$ cat src/rtl/serial_hex_display_pkg.sv
`default_nettype none
// ============================================================================
//  Module      : serial_hex_display_pkg
//  Description : Shared types for the serial hex display: receiver state
//                encoding, byte-buffer entry layout and the hex-digit to
//                active-low seven-segment encoder.
//  Revision    : 1.0 - initial release
// ============================================================================
package serial_hex_display_pkg;

    typedef enum logic [1:0] {
        RX_IDLE  = 2'd0,
        RX_START = 2'd1,
        RX_DATA  = 2'd2,
        RX_STOP  = 2'd3
    } rx_state_t;

    typedef struct packed {
        logic       valid;
        logic       ferr;
        logic [7:0] data;
    } byte_entry_t;

    // Segments a..g on bits 0..6, active-low; lowercase b and d.
    function automatic logic [6:0] hex_to_seg(input logic [3:0] nib);
        logic [6:0] seg;
        case (nib)
            4'h0:    seg = 7'h40;
            4'h1:    seg = 7'h79;
            4'h2:    seg = 7'h24;
            4'h3:    seg = 7'h30;
            4'h4:    seg = 7'h19;
            4'h5:    seg = 7'h12;
            4'h6:    seg = 7'h02;
            4'h7:    seg = 7'h78;
            4'h8:    seg = 7'h00;
            4'h9:    seg = 7'h10;
            4'hA:    seg = 7'h08;
            4'hB:    seg = 7'h03;
            4'hC:    seg = 7'h46;
            4'hD:    seg = 7'h21;
            4'hE:    seg = 7'h06;
            default: seg = 7'h0E;
        endcase
        return seg;
    endfunction

endpackage : serial_hex_display_pkg
`default_nettype wire

$ cat src/rtl/serial_hex_display_uart_rx.sv
`default_nettype none
// ============================================================================
//  Module      : uart_rx
//  Description : 8N1 UART receiver with 2-flop input synchroniser. Samples
//                the start bit at half a bit period, then every bit period.
//                The byte is always delivered after the stop sample; a low
//                stop sample flags a framing error.
//  Ports       : CLK, RESET (sync, active-low), ENABLE (clock enable),
//                RX (async line, idle high) -> data[7:0], ferr,
//                valid (one-cycle strobe accompanying data/ferr).
//  Revision    : 1.0 - initial release
// ============================================================================
module uart_rx
    import serial_hex_display_pkg::*;
#(
    parameter int CLK_FREQ = 100_000_000,
    parameter int BAUD     = 9600
) (
    input  logic       CLK,
    input  logic       RESET,
    input  logic       ENABLE,
    input  logic       RX,
    output logic [7:0] data,
    output logic       ferr,
    output logic       valid
);

    localparam int c_bit_cycles  = CLK_FREQ / BAUD;
    localparam int c_half_cycles = c_bit_cycles / 2;
    localparam int c_cnt_w       = $clog2(c_bit_cycles + 1);
    localparam logic [c_cnt_w-1:0] c_bit_last  = c_cnt_w'(c_bit_cycles - 1);
    localparam logic [c_cnt_w-1:0] c_half_last = c_cnt_w'(c_half_cycles - 1);

    logic               r_sync1;
    logic               r_sync2;
    rx_state_t          r_state;
    rx_state_t          w_state_next;
    logic [c_cnt_w-1:0] r_cnt;
    logic [2:0]         r_bit_idx;
    logic [7:0]         r_shift;
    logic               r_armed;
    logic [7:0]         r_data;
    logic               r_ferr;
    logic               r_valid;

    logic               w_cnt_clr;
    logic               w_sample;
    logic               w_deliver;

    always_comb begin
        w_state_next = r_state;
        w_cnt_clr    = 1'b0;
        w_sample     = 1'b0;
        w_deliver    = 1'b0;
        case (r_state)
            RX_IDLE: begin
                w_cnt_clr = 1'b1;
                // Only a falling line after a seen high starts a frame, so a
                // line still low after reset or a break cannot start one.
                if (r_armed && !r_sync2) begin
                    w_state_next = RX_START;
                end
            end
            RX_START: begin
                if (r_cnt == c_half_last) begin
                    w_cnt_clr    = 1'b1;
                    w_state_next = r_sync2 ? RX_IDLE : RX_DATA;
                end
            end
            RX_DATA: begin
                if (r_cnt == c_bit_last) begin
                    w_cnt_clr = 1'b1;
                    w_sample  = 1'b1;
                    if (r_bit_idx == 3'd7) begin
                        w_state_next = RX_STOP;
                    end
                end
            end
            RX_STOP: begin
                if (r_cnt == c_bit_last) begin
                    w_cnt_clr    = 1'b1;
                    w_deliver    = 1'b1;
                    w_state_next = RX_IDLE;
                end
            end
            default: begin
                w_state_next = RX_IDLE;
            end
        endcase
    end

    always_ff @(posedge CLK) begin
        if (!RESET) begin
            // Synchroniser clears low so the line must be observed high
            // before the receiver arms.
            r_sync1   <= 1'b0;
            r_sync2   <= 1'b0;
            r_state   <= RX_IDLE;
            r_cnt     <= '0;
            r_bit_idx <= 3'd0;
            r_shift   <= 8'h00;
            r_armed   <= 1'b0;
            r_data    <= 8'h00;
            r_ferr    <= 1'b0;
            r_valid   <= 1'b0;
        end else if (ENABLE) begin
            r_sync1 <= RX;
            r_sync2 <= r_sync1;
            r_state <= w_state_next;
            r_cnt   <= w_cnt_clr ? '0 : r_cnt + 1'b1;
            r_valid <= w_deliver;
            if (r_state == RX_IDLE) begin
                r_bit_idx <= 3'd0;
                if (r_sync2) begin
                    r_armed <= 1'b1;
                end
            end
            if (w_sample) begin
                r_shift   <= {r_sync2, r_shift[7:1]};
                r_bit_idx <= r_bit_idx + 3'd1;
            end
            if (w_deliver) begin
                r_data  <= r_shift;
                r_ferr  <= !r_sync2;
                r_armed <= 1'b0;
            end
        end
    end

    assign data  = r_data;
    assign ferr  = r_ferr;
    assign valid = r_valid;

endmodule : uart_rx
`default_nettype wire

$ cat src/rtl/serial_hex_display.sv
`default_nettype none
// ============================================================================
//  Module      : serial_hex_display
//  Description : Receives UART bytes and shows the most recent DIGITS/2 of
//                them as hex pairs on a multiplexed active-low 7-segment
//                display. Entry k drives digits 2k (low nibble) and 2k+1
//                (high nibble); the DP of digit 2k marks a framing error.
//                Never-written digits are blank.
//  Ports       : CLK, RESET (sync, active-low), ENABLE (clock enable),
//                RX (UART line) -> SS_AN[DIGITS-1:0] (anodes, active-low,
//                bit 0 rightmost), SS_SEG[6:0] (a..g, active-low),
//                SS_DP (decimal point, active-low).
//  Revision    : 1.0 - initial release
// ============================================================================
module serial_hex_display
    import serial_hex_display_pkg::*;
#(
    parameter int CLK_FREQ     = 100_000_000,
    parameter int BAUD         = 9600,
    parameter int DIGITS       = 8,
    parameter int DIGIT_CYCLES = 100_000
) (
    input  logic              CLK,
    input  logic              RESET,
    input  logic              ENABLE,
    input  logic              RX,
    output logic [DIGITS-1:0] SS_AN,
    output logic [6:0]        SS_SEG,
    output logic              SS_DP
);

    localparam int c_entries = DIGITS / 2;
    localparam int c_dig_w   = $clog2(DIGITS);
    localparam int c_cyc_w   = $clog2(DIGIT_CYCLES);
    localparam logic [c_cyc_w-1:0] c_cyc_last = c_cyc_w'(DIGIT_CYCLES - 1);
    localparam logic [c_dig_w-1:0] c_dig_last = c_dig_w'(DIGITS - 1);

    logic [7:0]         w_rx_data;
    logic               w_rx_ferr;
    logic               w_rx_valid;

    byte_entry_t        r_buf [c_entries];
    logic [c_cyc_w-1:0] r_cyc;
    logic [c_dig_w-1:0] r_digit;
    logic               r_started;

    byte_entry_t        w_entry;
    logic [3:0]         w_nibble;
    logic [DIGITS-1:0]  w_an_next;
    logic [6:0]         w_seg_next;
    logic               w_dp_next;

    logic [DIGITS-1:0]  r_an;
    logic [6:0]         r_seg;
    logic               r_dp;

    uart_rx #(
        .CLK_FREQ (CLK_FREQ),
        .BAUD     (BAUD)
    ) u_uart_rx (
        .CLK    (CLK),
        .RESET  (RESET),
        .ENABLE (ENABLE),
        .RX     (RX),
        .data   (w_rx_data),
        .ferr   (w_rx_ferr),
        .valid  (w_rx_valid)
    );

    // Byte history: new byte enters entry 0, oldest falls off the top.
    always_ff @(posedge CLK) begin
        if (!RESET) begin
            for (int k = 0; k < c_entries; k++) begin
                r_buf[k] <= '0;
            end
        end else if (ENABLE && w_rx_valid) begin
            for (int k = c_entries - 1; k > 0; k--) begin
                r_buf[k] <= r_buf[k-1];
            end
            r_buf[0] <= '{valid: 1'b1, ferr: w_rx_ferr, data: w_rx_data};
        end
    end

    // Refresh timing. The first wrap only lights digit 0; later wraps step
    // the digit index, so every slot (including the first) is full length.
    always_ff @(posedge CLK) begin
        if (!RESET) begin
            r_cyc     <= '0;
            r_digit   <= '0;
            r_started <= 1'b0;
        end else if (ENABLE) begin
            if (r_cyc == c_cyc_last) begin
                r_cyc <= '0;
                if (!r_started) begin
                    r_started <= 1'b1;
                end else if (r_digit == c_dig_last) begin
                    r_digit <= '0;
                end else begin
                    r_digit <= r_digit + 1'b1;
                end
            end else begin
                r_cyc <= r_cyc + 1'b1;
            end
        end
    end

    always_comb begin
        w_entry = r_buf[0];
        for (int k = 0; k < c_entries; k++) begin
            if (k == int'(r_digit >> 1)) begin
                w_entry = r_buf[k];
            end
        end
        w_nibble   = r_digit[0] ? w_entry.data[7:4] : w_entry.data[3:0];
        w_an_next  = '1;
        w_seg_next = 7'h7F;
        w_dp_next  = 1'b1;
        if (r_started) begin
            for (int k = 0; k < DIGITS; k++) begin
                if (k == int'(r_digit)) begin
                    w_an_next[k] = 1'b0;
                end
            end
            if (w_entry.valid) begin
                w_seg_next = hex_to_seg(w_nibble);
                w_dp_next  = !(w_entry.ferr && !r_digit[0]);
            end
        end
    end

    // Anode, segments and DP are registered together, so a digit change
    // never shows the previous digit's segments on the new anode.
    always_ff @(posedge CLK) begin
        if (!RESET) begin
            r_an  <= '1;
            r_seg <= 7'h7F;
            r_dp  <= 1'b1;
        end else if (ENABLE) begin
            r_an  <= w_an_next;
            r_seg <= w_seg_next;
            r_dp  <= w_dp_next;
        end
    end

    assign SS_AN  = r_an;
    assign SS_SEG = r_seg;
    assign SS_DP  = r_dp;

endmodule : serial_hex_display
`default_nettype wire

$ cat config.mk
export PLATFORM = sky130hd
export DESIGN_NAME = serial_hex_display
export DESIGN_NICKNAME = d
export VERILOG_FILES = /design/src/rtl/serial_hex_display_pkg.sv /design/src/rtl/serial_hex_display_uart_rx.sv /design/src/rtl/serial_hex_display.sv
export SDC_FILE = /design/constraint.sdc
export NUM_CORES = 1
export LEC_CHECK = 0
export BUFFER_PORTS_ARGS = -buffer_cell sky130_fd_sc_hd__buf_4
export CAP_MARGIN = 20
export CORE_UTILIZATION = 30
export CTS_BUF_LIST = sky130_fd_sc_hd__clkbuf_8
export DETAILED_ROUTE_END_ITERATION = 10
export SYNTH_ARGS = -nofsm -noshare
export SYNTH_HDL_FRONTEND = slang
export SYNTH_SLANG_ARGS = --single-unit
$ cat constraint.sdc
create_clock -name CLK -period 2.8 [get_ports CLK]
set_input_delay 0.14 -clock CLK [delete_from_list [all_inputs] [get_ports CLK]]
set_output_delay 0.14 -clock CLK [all_outputs]
set_load 0.02 [all_outputs]
After elaboration in Yosys (flattened, before gate mapping)
Memory sizes are Yosys's and may differ from the RTL's.
Index checks and enable logic that the tools add are counted.
- memories: 2
- bits in read-only memories: 112
- bits in latches: 0
- register bits after elaboration: 77
- RAM bits: 40
- output and inout port bits: 16
- input port bits: 4
- reductions and logical operators: 19
- bitwise logic cells: 4
- equal/unequal tests: 23
- mux-type cells: 45
- add/sub/neg operators: 4
- divide/modulo/power cells: 0
- shift operators: 0
- multiply operators: 0
- magnitude comparators: 0
- memory list (name ; words ; bits a word ; read ports ; clocked after memory_dff ; write ports ; RTL line ; text):
    (name not given) ; 16 ; 7 ; 1 ; 0 ; 0 ; serial_hex_display_pkg.sv:27 ; case (nib)
    r_buf ; 4 ; 10 ; 4 ; 0 ; 4 ; serial_hex_display.sv:42 ; byte_entry_t r_buf [c_entries];
- operators by type and width (kind ; count):
    2-to-1 mux 10 bit ; 7
    2-to-1 mux 1 bit ; 21
    adder 17 x 1 -> 17 bit, second input constant ; 1
    == test 17 bit, second input constant ; 1
    2-to-1 mux 17 bit ; 1
    adder 14 x 1 -> 14 bit, second input constant ; 1
    == test 14 x 13 -> 1 bit, second input constant ; 1
    == test 14 bit, second input constant ; 1
    2-to-1 mux 14 bit ; 1
    2-to-1 mux 7 bit ; 2
    == test 3 bit, first input constant ; 4
    2-to-1 mux 2 bit ; 6
    inequality test 2 x 1 -> 1 bit, second input constant ; 5
    2-to-1 mux 3 bit ; 3
    2-to-1 mux 8 bit ; 1
    case mux 2 bit (4 select lines) ; 1
    AND reduction 2 bit ; 4
    adder 3 x 1 -> 3 bit, second input constant ; 2
    == test 2 x 3 -> 1 bit, first input constant ; 2
    == test 3 bit, second input constant ; 2
    AND reduction 3 bit ; 2
    AND reduction 6 bit ; 1
    nonzero test 2 bit ; 3
    == test 2 bit, first input constant ; 2
    12 further kinds ; 20

Logic depth before layout (Yosys ltp)
Gate-level depths: netlist (run 1).
- word-level depth: 8
- mapped depth: 10
- mapped depth without buffers: 9

Cells and area by module
A second synthesis (run 1) with hierarchy kept.
- cell total of the unflattened synthesis: 495
- area total of the unflattened synthesis: 5340.1 um2
- modules (own cells, without submodules) (module ; area each (um2) ; cells an instance ; instances):
    serial_hex_display ; 3604.7 ; 314 ; 1
    uart_rx ; 1735.4 ; 181 ; 1

Worst setup path after synthesis (run 1)
OpenSTA, ideal clock, no wires.
- path kind: register to register
- start: register r_digit[1]
- end: register r_seg[5], in the netlist SS_SEG[5]
- path slack: 0.230 ns
- library setup time: 0.122 ns
- period minus slack after synthesis: 2.570 ns
- arrival: 2.448 ns
- stages on the path, launching flop included: 10
- path through: dfxtp_1 > buf_6 > nor2b_1 > mux4_2 > mux2i_1 > inv_1 > ha_1 > mux2i_1 > nor2_1 > o32a_1
- word-level cells in the longest chain between the ends: 8
- ends and longest elaborated chain (item ; RTL line ; text):
    start: declaration ; serial_hex_display.sv:44 ; logic [c_dig_w-1:0] r_digit;
    start signal: assignment ; serial_hex_display.sv:99 ; r_digit <= r_digit + 1'b1;
    == test 2 bit ; serial_hex_display.sv:110 ; if (k == int'(r_digit >> 1)) begin
    2-to-1 mux 10 bit (2 in a row) ; serial_hex_display.sv:110 ;
    2-to-1 mux 10 bit (*) ; serial_hex_display.sv:110 ;
    2-to-1 mux 4 bit ; serial_hex_display.sv:114 ; w_nibble = r_digit[0] ? w_entry.data[7:4] : w_entry.data[3:0];
    memory read (16 x 7 bit) ; - ;
    2-to-1 mux 7 bit (*) ; serial_hex_display.sv:124 ; if (w_entry.valid) begin
    2-to-1 mux 7 bit (*) ; serial_hex_display.sv:118 ; if (r_started) begin
    end signal: assignment ; serial_hex_display.sv:140 ; r_seg <= w_seg_next;
    end: declaration ; serial_hex_display.sv:54 ; logic [6:0] r_seg;
Mark *: on every way between the ends. The rest lies on a longest branch, timed or not.
A chain may end at the register's enable or synchronous reset.

Worst setup path in the final report (run 1)
Ends and elaborated chain as after synthesis.

==> results.py, run 1 <==
metrics = {
    "critical_path": {
        "worstReg2RegEnd": "SS_SEG[5]",
        "endpoint_kind": "flop",
        "reg2reg_from": "r_digit[1]",
        "ff2ff_setup_slack_ps": 310,
        "reg2reg_depth": 8,
        "cp-start-kind": "flop",
        "cp_max_fo": 6,
        "required_ps": 3140,
        "arrival_ps": 2830,
        "worstSetupPathType": "reg -> reg",
    },
    "die": {
        "die_w_um": 136,
        "placementRows": 48,
        "start_util_pct": 30.9,
        "ios": 20,
        "die_area_sq_mm": 0.0185,
        "core_region_area_sq_mm": 0.0174,
        "die_h_um": 136,
    },
    "clock_network": {
        "holdBufCountCts": 1,
        "cts_buffers": 17,
        "worstSkewPairLatency_ps": 440,
        "clockBufferDepth": 2,
        "cts_tree": "built",
        "cts_resized": 0,
        "cts_setup_buffers": 0,
        "clockRootBuffer": "clkbuf_8",
        "cts_sinks": 117,
        "cts.htree.levels": 4,
        "clkTransAtPathRegs_ps": 70,
    },
    "timing": {
        "hold_violations": 0,
        "fmax_mhz": 402,
        "setup_violations": 0,
        "period_share_pct": 88.9,
        "fin_skew_ps": 9.13,
        "final_period_minus_worst_setup_slack_ps": 2490,
        "tightest_slew_ps": 502,
        "maxSlewViolCount": 0,
        "worst_slack_ps": 310,
        "slew_headroom_pct": 66.2,
        "holdWs_ps": 85.4,
        "rsz0062_at_grt": "no",
        "setup_tns_ps": 0,
    },
    "synth": {
        "synth_flop_cell": "dfxtp_1",
        "post_synth_num_cell_types": 56,
        "yosys_warnings": 0,
        "syn_area_per_cell_sq_um": 10.9,
        "ys_ff_latch": 117,
        "synth_top_area_share_pct": 29.1,
        "yosys.area.top_type": "dfxtp_1",
        "synthCells": 491,
        "syn-num-nets": 511,
        "seq_area_frac_synth_pct": 50.8,
        "synth_area_sq_mm": 0.00538,
        "synthTopCellsByArea": "dfxtp_1, edfxtp_1, mux2i_1",
        "synthArstFlopShare_pct": 0,
        "synth_edf_count": 39,
    },
    "global_route": {
        "grt_max_degree": 52,
        "gr-usage-all-layers_pct": 11.3,
        "antenna_found_initial": 0,
        "grt-ovfl-total": 0,
        "first_global_vias": 3432,
        "grt_pass1_wl_mm": 16.1,
    },
    "min_path": {
        "worst_hold_path.endpoint": "SS_AN[2]",
        "min_path_cells": 2,
        "hp-class": "in -> reg",
        "min_from": "RESET",
    },
    "layout": {
        "nFillCells": 1699,
        "regArea_sq_mm": 0.00273,
        "multi_input_area_sq_mm": 0.00248,
        "antennaDiodeCount": 0,
        "layout.nets": 538,
        "post-route-util_pct": 36.0,
        "stdcell_area_sq_mm": 0.00627,
        "fin_cells": 756,
        "area_delta_synth_final_pct": 16.6,
        "drive_gt1_share_pct": 15.6,
    },
    "placement": {
        "dp.final_hpwl_mm": 6.17,
        "place_area_sq_mm": 0.00577,
        "dp.cells": 723,
        "gp_congestion": 0.788,
        "port_buffers": 19,
        "preCtsSetupSlack_ps": 291,
    },
    "route": {
        "wl_per_cell_um": 12.3,
        "drtPass1Iterations": 4,
        "ant_nets": 0,
        "drt_wl_total_mm": 9.27,
        "viasPerCell": 4.60,
        "route.detailed.drc": 0,
        "vias": 3478,
        "drt-initial-drc-count": 193,
    },
    "pwr": {
        "leakage_nw": 2.23,
        "vdd.ir_drop.worst_uv": 424,
        "fin_total_pwr_mw": 3.84,
        "p_per_area_mw_per_mm2": 612,
    },
    "outcome": {
        "outcome": "completed",
    },
    "run": {
        "cap_viol_max_count": 0,
    },
}
[power breakdown]
group          total (mW)  switching, mW  leakage, nW  internal, mW
logic               0.118         0.0681        0.992        0.0496
clock network        1.92          0.690        0.235          1.23
registers            1.80         0.0185         1.00          1.79
[cell usage after synthesis, types with 3 or more instances]
| cell type | number |
|---|---|
| ha_1 | 16 |
| dfxtp_1 | 78 |
| nand2b_1 | 3 |
| o22ai_1 | 8 |
| buf_2 | 5 |
| nor3b_1 | 3 |
| nand3_1 | 13 |
| edfxtp_1 | 39 |
| and2_1 | 45 |
| nand4_1 | 5 |
| o21ai_0 | 5 |
| mux2i_1 | 31 |
| nor2b_1 | 32 |
| xnor2_1 | 17 |
| o21a_1 | 3 |
| clkbuf_1 | 13 |
| and4_1 | 4 |
| nor2_1 | 44 |
| inv_1 | 11 |
| and3_1 | 10 |
| nand2_1 | 37 |
| o32a_1 | 3 |
| xor2_1 | 13 |
| mux4_2 | 10 |
[area by class of cell]
class | count | share of cell area (%)
Inverter | 12 | 0.718
Sequential cell | 117 | 43.6
Multi-Input combinational cell | 339 | 39.6
Timing Repair Buffer | 31 | 3.75
Tap cell | 225 | 4.49
Clock buffer | 17 | 3.73
Clock inverter | 15 | 4.13
[worst max path at each step]
stage                     startpoint        end  slack [ps]  cells after the start
after floorplan           r_digit[1]  SS_SEG[5]         230                      9
after global placement    r_digit[1]  SS_SEG[5]         360                      8
after detailed placement  r_digit[1]  SS_SEG[5]         290                      8
after CTS                 r_digit[1]  SS_SEG[5]         270                      8
after global routing      r_digit[1]  SS_SEG[5]         140                      8
final                     r_digit[1]  SS_SEG[5]         310                      8
[cells in the final DEF, fill, tap and decap left out, types with 16 or more instances in the layout]
cell type	n
mux2i_1	31
dfxtp_1	78
nand2_1	37
nor2b_1	32
nor2_1	44
ha_1	16
edfxtp_1	39
clkbuf_8	17
buf_4	30
and2_1	45
xnor2_1	17
[logic make-up after synthesis]
kind of cell	synth area share, %
buf+inv	3.21
simple gates	22.2
fa+ha+maj	3.72
flops	50.8
mux	10.2
compound gates	4.93
xor+xnor	4.89
[state kept, by name (all words and copies together), names as in the netlist, 3 cells and up, named ones only]
register,flops
SS_AN,8
r_buf,40
SS_SEG,7
u_uart_rx.r_shift,8
r_cyc,17
u_uart_rx.data,8
u_uart_rx.r_bit_idx,3
r_digit,3
u_uart_rx.r_cnt,14
[routing by layer]
layer	part of all wire, %	wire (um)	global-route usage, %	vias to the layer above
li1	-	-	-	1770
met5	0	0	0	-
met4	2.3	209	5.93	0
met3	4.1	382	4.06	18
met1	49	4510	14.0	1640
met2	45	4160	17.0	50
[critical path: stages (launching register included)]
cell	delay, ps
dfxtp_1	430
buf_4	200
mux4_2	490
mux2i_1	360
inv_1	130
ha_1	260
mux2i_1	140
nor2_1	60
o32a_1	310
(Power assumes the default switching activity.)
==> run 2: changes to the inputs <==
--- a/config.mk
+++ b/config.mk
@@ -10,6 +10,7 @@
 export CORE_UTILIZATION = 30
 export CTS_BUF_LIST = sky130_fd_sc_hd__clkbuf_8
 export DETAILED_ROUTE_END_ITERATION = 10
+export PLACE_DENSITY_LB_ADDON = 0.12
 export SYNTH_ARGS = -nofsm -noshare
 export SYNTH_HDL_FRONTEND = slang
 export SYNTH_SLANG_ARGS = --single-unit
==> run 2 against run 1 <==
Net effect:
- combinational power hardly changed
- flip-flop and latch count is the same
- clock skew grew 3.6 ps
- final cell count stayed put
- clock-buffer cell count grew 3
- critical endpoint unchanged
==> results.py, run 2 (synthesized netlist as in run 1, its figures left out) <==
metrics = {
    "critical_path": {
        "cp-start-kind": "flop",
        "cp_max_fo": 8,
        "path_buf_inv": 3,
        "cp_slowest_cell": "mux4_2",
        "worstSetupPathType": "reg -> reg",
        "critPathTopFamily": "multiplexers",
        "required_ps": 3110,
        "endpoint_kind": "flop",
        "critPathMaxStageDelay_ps": 510,
        "path_cells": "buf_4 -> mux4_2 -> mux2i_1 -> buf_4 -> inv_1 -> ha_1 -> mux2i_1 -> nor2_1 -> o32a_1",
        "arrival_ps": 2610,
    },
    "clock_network": {
        "clockRootBuffer": "clkbuf_8",
        "cts_buffers": 17,
        "clkTransAtPathRegs_ps": 70,
        "cts_tree": "built",
        "worstSkewPairLatency_ps": 430,
        "clockBufferDepth": 2,
        "cts_sinks": 117,
        "cts.htree.levels": 4,
        "cts_resized": 0,
    },
    "layout": {
        "post-route-util_pct": 35.3,
        "largest_register": "r_buf",
        "final_cell_mix": "dfxtp_1, and2_1, nor2_1",
        "nFillCells": 1782,
        "top_regs": "r_buf x40, r_cyc x17, u_uart_rx.r_cnt x14",
        "area_delta_synth_final_pct": 14.2,
        "final_common_cell": "dfxtp_1",
        "antennaDiodeCount": 0,
        "largest_reg_flops": 40,
        "multi_input_area_sq_mm": 0.00248,
        "layout.nets": 538,
        "regArea_sq_mm": 0.00273,
        "fin_cells": 756,
        "drive_gt1_share_pct": 14.9,
    },
    "outcome": {
        "outcome": "completed",
    },
    "pwr": {
        "p_sw_share_pct": 22.5,
        "p_seq_share_pct": 54.0,
        "p_int_mw": 2.59,
        "power_frac_clock_pct": 42.5,
        "switching_power_uw": 751,
        "leakage_nw": 2.19,
        "combPwrFrac_pct": 3.5,
        "vdd.ir_drop.worst_uv": 310,
        "p_per_area_mw_per_mm2": 544,
    },
    "route": {
        "drt_wl_total_mm": 9.76,
        "vias": 3468,
        "wl_per_cell_um": 12.9,
        "viasPerCell": 4.59,
        "ant_nets": 0,
        "route.detailed.drc": 0,
        "drt-initial-drc-count": 187,
        "drtPass1Iterations": 4,
    },
    "min_path": {
        "hp-class": "in -> reg",
    },
    "die": {
        "die_w_um": 136,
        "die_area_sq_mm": 0.0185,
        "die_h_um": 136,
        "ios": 20,
        "placementRows": 48,
        "start_util_pct": 30.9,
        "core_region_area_sq_mm": 0.0174,
    },
    "timing": {
        "fmax_mhz": 434,
        "worst_slack_ps": 498,
        "hold_violations": 0,
        "rsz0062_at_grt": "no",
        "final_period_minus_worst_setup_slack_ps": 2300,
        "slew_headroom_pct": 65.5,
        "setup_violations": 0,
        "holdWs_ps": 102,
        "period_share_pct": 82.2,
        "maxSlewViolCount": 0,
        "fin_skew_ps": 12.7,
        "tightest_slew_ps": 513,
        "setup_tns_ps": 0,
    },
    "global_route": {
        "grt_pass1_wl_mm": 16.4,
        "antenna_found_initial": 0,
        "grt-ovfl-total": 0,
        "grt_max_degree": 52,
        "first_global_vias": 3208,
        "gr-usage-all-layers_pct": 11.5,
    },
    "placement": {
        "dp.final_hpwl_mm": 6.43,
        "dp.cells": 723,
        "port_buffers": 19,
        "preCtsSetupSlack_ps": 477,
        "gp_congestion": 0.719,
    },
    "run": {
        "cap_viol_max_count": 0,
    },
}
run 2: worst paths after layout:
check / start / cells after the start / to / slack (ps)
setup / recovery: r_digit[1] / 9 / SS_SEG[5] / 500
hold reg to reg: SS_SEG[6] / 1 / SS_SEG[6] / 480
hold / removal: RESET / 2 / SS_AN[4] / 100
setup reg to reg: r_digit[1] / 9 / SS_SEG[5] / 500
run 2: power groups by stage:
stage               clock [mW]  combinational, mW  sequential, mW
finish                    1.42              0.118            1.80
global route              1.55              0.131            1.81
CTS                       1.47              0.121            1.80
detailed placement           0              0.119            1.84
global placement             0              0.118            1.84
floorplan                    0             0.0931            1.83
run 2: cell type report:
cell class	count	area share, %
clock inverters	12	1.45
clock buffers	20	4.48
multi-input cells	339	40.4
inverters	12	0.733
repair buffers	31	3.83
flip-flops and latches	117	44.5
well taps	225	4.58
run 2: metrics by stage:
| step | instance area (sq um) | power (mW) |
|---|---|---|
| 6_report | 6140 | 3.34 |
| 5_1_grt | 6140 | 3.49 |
| 4_1_cts | 6140 | 3.40 |
| 3_5_place_dp | 5770 | 1.96 |
| 3_3_place_gp | 5770 | 1.96 |
| 2_1_floorplan | 5380 | 1.93 |
run 2: routing by layer:
layer  track usage (%)  share of wire (%)  up-vias  wire length [um]
met3              4.03                4.0       11               388
met1              15.9                 51     1662              5010
met5                 0                  0        -                 0
met2              16.6                 43       39              4240
li1                  -                  -     1756                 -
met4              4.07                1.2        0               115
run 2: timing repair:
| item | CTS | global route |
|---|---|---|
| endpoints found under the setup margin | 0 | 0 |
| endpoints found under the hold margin | 1 | 0 |
| buffers inserted | 0 | 0 |
| hold buffers | 1 | 0 |
run 2: worst register-to-register path, cell delays in order (launching register included):
cell and delay [ps]:
dfxtp_1 340, buf_4 200, mux4_2 510, mux2i_1 140, buf_4 170, inv_1 70
ha_1 240, mux2i_1 140, nor2_1 60, o32a_1 310
